===== src/rtl/multicycle_controller.sv =====
// Multicycle control sequencer: walks each instruction through fetch, decode,
// execute, memory and writeback, driving one phase of datapath strobes per cycle.
module multicycle_controller #(
  parameter int unsigned MEM_TIMEOUT = 16,
  parameter int unsigned CNT_W       = 32
) (
  input  logic             clk,
  input  logic             reset,
  input  logic [6:0]       Opcode,
  input  logic             imem_ready,
  input  logic             dmem_ready,
  output logic             imem_req,
  output logic             IRWrite,
  output logic             PCWrite,
  output logic             ALUSrc,
  output logic             MemtoReg,
  output logic             RegWrite,
  output logic             MemRead,
  output logic             MemWrite,
  output logic             Branch,
  output logic [1:0]       ALUOp,
  output logic             busy,
  output logic             trap,
  output logic [1:0]       trap_cause,
  output logic [CNT_W-1:0] instret
);

  localparam int unsigned WAIT_W = 8;
  localparam logic [WAIT_W-1:0] WAIT_LAST = WAIT_W'(MEM_TIMEOUT - 1);

  localparam logic [6:0] OP_R    = 7'b0110011;
  localparam logic [6:0] OP_I    = 7'b0010011;
  localparam logic [6:0] OP_LW   = 7'b0000011;
  localparam logic [6:0] OP_SW   = 7'b0100011;
  localparam logic [6:0] OP_BR   = 7'b1100011;
  localparam logic [6:0] OP_JAL  = 7'b1101111;
  localparam logic [6:0] OP_JALR = 7'b1100111;

  localparam logic [1:0] CAUSE_ILLEGAL = 2'b01;
  localparam logic [1:0] CAUSE_IMEM    = 2'b10;
  localparam logic [1:0] CAUSE_DMEM    = 2'b11;

  typedef enum logic [2:0] {
    S_IDLE,
    S_FETCH,
    S_DECODE,
    S_EXECUTE,
    S_MEMORY,
    S_WRITEBACK,
    S_TRAP
  } state_t;

  state_t            state;
  logic [6:0]        op_q;
  logic [WAIT_W-1:0] wait_cnt;

  function automatic logic is_legal(input logic [6:0] op);
    case (op)
      OP_R, OP_I, OP_LW, OP_SW, OP_BR, OP_JAL, OP_JALR: is_legal = 1'b1;
      default:                                         is_legal = 1'b0;
    endcase
  endfunction

  function automatic logic [1:0] alu_op_for(input logic [6:0] op);
    case (op)
      OP_BR:           alu_op_for = 2'b01;
      OP_R, OP_I:      alu_op_for = 2'b10;
      OP_JAL, OP_JALR: alu_op_for = 2'b11;
      default:         alu_op_for = 2'b00;
    endcase
  endfunction

  // Sequencer; wait_cnt defaults to clear so every state change restarts it
  always_ff @(posedge clk or negedge reset) begin
    if (!reset) begin
      state      <= S_IDLE;
      op_q       <= '0;
      wait_cnt   <= '0;
      instret    <= '0;
      trap       <= 1'b0;
      trap_cause <= 2'b00;
    end else begin
      wait_cnt <= '0;
      case (state)
        S_IDLE: state <= S_FETCH;
        S_FETCH: begin
          if (imem_ready) begin
            state <= S_DECODE;
          end else if (wait_cnt == WAIT_LAST) begin
            state      <= S_TRAP;
            trap       <= 1'b1;
            trap_cause <= CAUSE_IMEM;
          end else begin
            wait_cnt <= wait_cnt + WAIT_W'(1);
          end
        end
        S_DECODE: begin
          op_q <= Opcode;
          if (is_legal(Opcode)) begin
            state <= S_EXECUTE;
          end else begin
            state      <= S_TRAP;
            trap       <= 1'b1;
            trap_cause <= CAUSE_ILLEGAL;
          end
        end
        S_EXECUTE: begin
          if (op_q == OP_LW || op_q == OP_SW) begin
            state <= S_MEMORY;
          end else if (op_q == OP_BR) begin
            state   <= S_FETCH;
            instret <= instret + CNT_W'(1);
          end else begin
            state <= S_WRITEBACK;
          end
        end
        S_MEMORY: begin
          if (dmem_ready) begin
            if (op_q == OP_LW) begin
              state <= S_WRITEBACK;
            end else begin
              state   <= S_FETCH;
              instret <= instret + CNT_W'(1);
            end
          end else if (wait_cnt == WAIT_LAST) begin
            state      <= S_TRAP;
            trap       <= 1'b1;
            trap_cause <= CAUSE_DMEM;
          end else begin
            wait_cnt <= wait_cnt + WAIT_W'(1);
          end
        end
        S_WRITEBACK: begin
          state   <= S_FETCH;
          instret <= instret + CNT_W'(1);
        end
        S_TRAP:  state <= S_TRAP;
        default: state <= S_IDLE;
      endcase
    end
  end

  // Strobe decode from state and latched opcode; ready inputs only gate the
  // completion pulses inside FETCH and MEMORY
  always_comb begin
    imem_req = 1'b0;
    IRWrite  = 1'b0;
    PCWrite  = 1'b0;
    ALUSrc   = 1'b0;
    MemtoReg = 1'b0;
    RegWrite = 1'b0;
    MemRead  = 1'b0;
    MemWrite = 1'b0;
    Branch   = 1'b0;
    ALUOp    = 2'b00;
    busy     = 1'b0;
    case (state)
      S_FETCH: begin
        busy     = 1'b1;
        imem_req = 1'b1;
        IRWrite  = imem_ready;
      end
      S_DECODE: busy = 1'b1;
      S_EXECUTE: begin
        busy   = 1'b1;
        ALUOp  = alu_op_for(op_q);
        ALUSrc = (op_q == OP_LW) || (op_q == OP_SW) || (op_q == OP_I);
        if (op_q == OP_BR) begin
          Branch  = 1'b1;
          PCWrite = 1'b1;
        end
      end
      S_MEMORY: begin
        busy     = 1'b1;
        ALUSrc   = 1'b1;
        MemRead  = (op_q == OP_LW);
        MemWrite = (op_q == OP_SW);
        PCWrite  = (op_q == OP_SW) && dmem_ready;
      end
      S_WRITEBACK: begin
        busy     = 1'b1;
        RegWrite = 1'b1;
        PCWrite  = 1'b1;
        MemtoReg = (op_q == OP_LW);
        ALUOp    = alu_op_for(op_q);
        Branch   = (op_q == OP_JAL) || (op_q == OP_JALR);
      end
      default: ;
    endcase
  end

endmodule

===== config.mk =====
export PLATFORM = sky130hd
export DESIGN_NAME = multicycle_controller
export DESIGN_NICKNAME = d
export VERILOG_FILES = /design/src/rtl/multicycle_controller.sv
export SDC_FILE = /design/constraint.sdc
export NUM_CORES = 1
export LEC_CHECK = 0
export ABC_AREA = 1
export BUFFER_PORTS_ARGS = -buffer_cell sky130_fd_sc_hd__buf_2
export CORE_MARGIN = 3
export CORE_UTILIZATION = 55
export DETAILED_ROUTE_END_ITERATION = 6
export PLACE_DENSITY = 0.78
export SLEW_MARGIN = 10
export SYNTH_ARGS = -nofsm -noshare
export SYNTH_HDL_FRONTEND = slang
export SYNTH_SLANG_ARGS = --single-unit

===== constraint.sdc =====
create_clock -name clk -period 4.5 [get_ports clk]
set_clock_uncertainty 0.2 [all_clocks]
set_input_delay 0.9 -clock clk [delete_from_list [all_inputs] [get_ports clk]]
set_output_delay 0.9 -clock clk [all_outputs]
set_load 0.02 [all_outputs]

==> reports/qor.yml, run 1 <==
grt:
  antenna_found_initial: 0
  grt_pass1_vias: 3275
  grt_overflow_total: 0
  grt_pass1_wl_um: 14000
  grt_max_degree: 35
  grtUsageTotal_pct: 23.8
yosys:
  synth_seq_cells: 53
  syn_area_per_cell_um2: 6.61
  yosysUniqueCellTypes: 30
  synthArstFlopShare_pct: 100
  synth_ff_type: "dfrtp_1"
  synth_largest_area_cell: "dfrtp_1"
  synthCells: 516
  synth_top_area_share_pct: 38.9
  synth_edf_count: 0
  ys.warnings.count: 0
  synth_nets: 529
  yosysSeqAreaShare_pct: 38.9
  synth_area_leaders: "dfrtp_1, nand2_1, nor2_1"
  synth_area_um2: 3410
power:
  ir_worst_vdd_v: 0.000293
  p_leak_nw: 1.96
  power_density_nw_per_um2: 391
floorplanning:
  die_x_um: 84.8
  die_h_um: 84.8
  num_rows: 28
  die_area_um2: 7190
  core-area_um2: 5960
  start_util_pct: 57.3
  io_pins: 58
worst_setup_path:
  r2r-end: "instret[8]"
  worst-path-max-fanout: 6
  r2r_cells: 8
  worstPathArrival_ns: 1.70
  cp_cell_sequence: "nand2_2 > nor2_4 > inv_1 > nor2_1 > nand4_1 > nand3_1 > buf_2"
  critical_path_class: "reg -> out"
  crit_family: "simple AND/OR/NAND/NOR gates"
  max_stage_delay_ns: 0.51
  end_kind: "primary output"
  critPathLaunchType: "register"
  critPathBufInv: 2
  r2r_setup_slack_ns: 1.90
  required_ns: 3.40
  slowest_stage: "dfrtp_1"
  r2r_start: "state[1]"
  worstSetupStartpoint: "state[2]"
clocking:
  cts_tree: "done"
  htreeDepth: 2
  clock_sinks: 53
  insertion_delay_ns: 0.32
  cts_hold_buf: 0
  postCtsSetupRepairBufs: 0
  cts.clk_slew.worst_paths_ns: 0.11
  cts.path.max_buffers: 2
  cts_root_buf: "clkbuf_8"
  cts_resized: 0
  cts_inserted_buffers: 5
finish:
  drive_gt1_share_pct: 13.8
  fin_area_um2: 3830
  synthToLayoutAreaGrowth_pct: 12.3
  layout.nets: 584
  final_cells: 647
  final_util_pct: 64.3
  antenna_cells: 0
  fill_cells: 570
sta:
  period_share_pct: 62.2
  timing.final.ws_setup_ns: 1.70
  fmax_ghz: 0.357
  setup_tns_ns: 0
  slew_violations: 0
  period_minus_slack_ns: 2.80
  rsz0062_at_grt: "no"
  finalSetupViolCount: 0
  worst-slew-pin-transition_ns: 0.702
  maxSlewHeadroom_pct: 53.1
  hold_viol: 0
drt:
  wl_met1_um: 3410
  num_vias: 3335
  initialDrtViolationCount: 196
  wl_um: 8010
  viasPerCell: 5.15
  drcViolationCount: 0
  postRouteAntennaNets: 0
  route.met2.wl_um: 3900
  wl_met3_um: 378
  wl_per_cell_um: 12.4
  highest_layer: "met4"
  firstDrtPassIters: 5
run_status:
  status: "complete, no violations"
worst_hold_path:
  hold_path_class: "reg -> reg"
  whs_endpoint: "wait_cnt[0]"
  worstHoldStart: "wait_cnt[0]"
  holdPathStages: 1
place:
  dp_worst_setup_slack_ns: 1.78
  dp_hpwl_um: 6100
  io_buffers: 57
  gp_congestion: 0.956
  dp_cells: 639
  placed_cell_area_um2: 3730
run:
  max-cap-violations: 0
## worst register-to-register path, stage by stage (launching register included)
cell     delay, ns
dfrtp_1       0.44
inv_1         0.09
nand2_2       0.12
nor2_4        0.06
nand3_1       0.13
nand3_2       0.49
nor2_4        0.78
nand2_1       0.14
nand2_1       0.10
## state kept, by name, indices dropped and copies added, names as in the netlist
signal / flops
instret: 32
wait_cnt: 8
op_q: 7
state: 3
trap_cause: 2
trap: 1
## how the worst max path moves through the flow
stage                  to  slack (ns)  cells past startpoint
2_1_floorplan      Branch        1.84                      5
4_1_cts           PCWrite        1.70                      8
5_1_grt           PCWrite        1.54                      8
3_3_place_gp      PCWrite        1.86                      6
3_5_place_dp   instret[8]        1.78                      7
6_report          PCWrite        1.70                      7
## through the flow
stage | power, mW | hold WS [ns]
6_report | 1.50 | 0.265
2_1_floorplan | 1.09 | 0.230
3_3_place_gp | 1.21 | 0.248
3_5_place_dp | 1.22 | 0.249
5_1_grt | 1.62 | 0.300
4_1_cts | 1.51 | 0.268
## power by group
group | internal (mW) | switching, mW | leakage, nW
logic | 0.150 | 0.433 | 1.19
registers | 0.550 | 0.0716 | 0.711
clock network | 0.118 | 0.178 | 0.0511
## cells in the final DEF (no fill, tap or decap), types with 4 or more instances in the layout
cell and count:
nand2_1 205, nor2_1 67, buf_2 57, dfrtp_1 53
inv_1 50, nand3_1 37, o21ai_0 36, xnor2_1 9
xor2_1 8, o21ai_1 6, nor2_4 5, nand4_1 5
clkbuf_8 5, a21oi_1 4
## layer usage
metal / vias to the layer above / global-route usage, %
met3: 25 / 3.43
met1: 1487 / 28.6
met5: - / 0
li1: 1720 / -
met4: 0 / 12.7
met2: 103 / 41.1
## Yosys cell counts (4+ instances only)
library cell  number
inv_1             50
buf_2              5
nor2_4             5
nor2_1            67
nand2_1          205
a21oi_1            4
xnor2_1            9
dfrtp_1           53
nand3_1           37
xor2_1             8
o21ai_1            6
nand4_1            5
o21ai_0           36
## kinds of logic (layout without fill, tap and decap cells)
group | Yosys count | in the layout | share of synthesized area [%]
AOI/OAI and AO/OA | 49 | 49 | 7.44
xor gates and xnor gates | 17 | 17 | 4.36
DFF | 53 | 53 | 38.9
and+or+nand+nor | 333 | 333 | 40.9
adders and majority gates | 2 | 2 | 0.733
buffers and inverters | 62 | 118 | 7.73
## cell type report
class	count	area [um2]	share of cell area (%)
clock buffers	5	68.8	1.80
well taps	75	93.8	2.45
multi-input cells	401	1820	47.6
flip-flops and latches	53	1330	34.6
repair buffers	59	300	7.84
inverters	51	191	5.00
clock inverters	3	28.8	0.751
(Power assumes the default switching activity.)
==> run 2, diff against run 1 <==
- CORE_UTILIZATION: 55 -> 51
- PLACE_DENSITY: 0.78 -> 0.76
- clock period: 4.5 -> 2.3 ns (I/O delays scaled with it)
==> reports/qor.yml, run 2 (synthesis results as in run 1) <==
run_status:
  status: "complete, no violations"
sta:
  rsz0062_at_grt: "yes"
  worst-slew-pin-transition_ns: 0.565
  fmax_ghz: 0.447
  finalSetupViolCount: 0
  maxSlewHeadroom_pct: 62.3
  hold_viol: 0
  period_share_pct: 97.2
  worst_hold_slack_ns: 0.147
  period_minus_slack_ns: 2.24
  slew_violations: 0
  timing.final.ws_setup_ns: 0.0637
floorplanning:
  die_h_um: 87.8
  die_x_um: 87.8
  start_util_pct: 53.1
  core-area_um2: 6420
  num_rows: 29
  io_pins: 58
  die_area_um2: 7710
drt:
  viasPerCell: 5.15
  firstDrtPassIters: 4
  postRouteAntennaNets: 0
  drcViolationCount: 0
  wl_um: 8430
  wl_per_cell_um: 12.8
  initialDrtViolationCount: 189
  num_vias: 3383
finish:
  fill_cells: 585
  layout.nets: 592
  largest_register_ffs: 32
  final_common_cell: "nand2_1"
  most-common-layout-cells: "nand2_1, nor2_1, buf_2, dfrtp_1, inv_1"
  synthToLayoutAreaGrowth_pct: 16.2
  drive_gt1_share_pct: 16.9
  fin_area_um2: 3970
  multi_input_area_um2: 1860
  largestRegisters: "instret (32), wait_cnt (8), op_q (7)"
  antenna_cells: 0
  final_cells: 657
  largest-register: "instret"
  seq_area_um2: 1330
worst_setup_path:
  r2r_setup_slack_ns: 0.21
  end_kind: "primary output"
  slowest_stage: "dfrtp_2"
  worst-path-max-fanout: 6
  max_stage_delay_ns: 0.38
  r2r_cells: 7
  r2r_start: "instret[0]"
  critical_path_class: "reg -> out"
  cp_cell_sequence: "buf_4 > nand2_2 > nor2_4 > inv_2 > nand2_1 > inv_1 > a21oi_1 > buf_4"
  critPathLaunchType: "register"
  endpoint: "ALUOp[1]"
  path_common_cell: "buf_4"
  required_ns: 1.64
  worstPathArrival_ns: 1.58
  r2r-end: "instret[14]"
  worstSetupStartpoint: "state[1]"
place:
  gp_congestion: 0.950
  io_buffers: 57
  dp_hpwl_um: 6290
  dp_worst_setup_slack_ns: 0.234
  dp_cells: 644
  placed_cell_area_um2: 3770
grt:
  grt_overflow_total: 0
  grt_max_degree: 33
  grtUsageTotal_pct: 22.7
  grt_pass1_vias: 3158
  antenna_found_initial: 0
  grt_pass1_wl_um: 14100
power:
  ir_worst_vdd_v: 0.000532
  power_mw: 3.10
  power_density_nw_per_um2: 781
  p_leak_nw: 2.00
clocking:
  cts_root_buf: "clkbuf_8"
  clock_sinks: 53
  htreeDepth: 2
  cts.clk_slew.worst_paths_ns: 0.11
  cts_inserted_buffers: 5
  cts.path.max_buffers: 2
  insertion_delay_ns: 0.32
  cts_tree: "done"
run:
  max-cap-violations: 0
worst_hold_path:
  hold_path_class: "in -> reg"
[run 2: cell count changes in the layout (fill, tap and decap cells not counted), sizes merged]
cell | before | now
clkinv | 0 | 2
inv | 54 | 52
dlygate4sd3 | 0 | 1
buf | 59 | 66
[run 2: per-stage QoR]
stage / util (%) / TNS [ns]
6_report: 61.8 / 0
4_1_cts: 60.6 / 0
2_1_floorplan: - / 0
3_5_place_dp: 58.7 / 0
5_1_grt: 61.8 / -0.0784
3_3_place_gp: 58.7 / 0
[run 2: final cells by class]
| cell class | instances | area share (%) |
|---|---|---|
| clock inverters | 3 | 0.662 |
| flip-flops and latches | 53 | 33.5 |
| well taps | 77 | 2.43 |
| repair buffers | 67 | 9.87 |
| clock buffers | 5 | 1.74 |
| multi-input cells | 401 | 46.9 |
| inverters | 51 | 4.89 |
[run 2: metal layers]
metal  vias up  track usage, %  routed length, um
met2        91            40.1               4080
met3        11            3.95                441
met4         0            6.00                123
li1       1735               -                  -
met1      1546            28.7               3790
met5         -               0                  0
[run 2: worst min-delay path by stage]
stage	startpoint	end	depth (start not counted)
floorplan	reset	instret[0]	0
global placement	wait_cnt[0]	wait_cnt[0]	1
detailed placement	trap	trap	1
CTS	Opcode[1]	op_q[1]	3
global route	Opcode[1]	op_q[1]	3
finish	Opcode[1]	op_q[1]	3
[run 2: what timing repair did]
| action | in CTS | in global routing |
|---|---|---|
| pin swaps | 0 | 4 |
| endpoints found under the hold margin | 23 | 0 |
| endpoints found under the setup margin | 3 | 8 |
| gates resized for setup | 3 | 19 |
| hold buffers | 1 | 0 |
| buffers inserted | 1 | 3 |
[run 2: critical path, delay by kind of cell (launching register included)]
family	cells	cell delay [ns]
buffers and inverters	4	0.43
flip-flops	1	0.38
AND/OR/NAND/NOR	3	0.30
AO/OA/AOI/OAI	1	0.14
[run 2: where the power goes]
part | leakage (nW) | total, mW | switching (mW) | internal [mW]
sequential | 0.707 | 1.22 | 0.144 | 1.08
combinational | 1.24 | 1.31 | 0.921 | 0.391
clock | 0.0487 | 0.561 | 0.338 | 0.223
total | 2.00 | 3.10 | 1.40 | 1.69
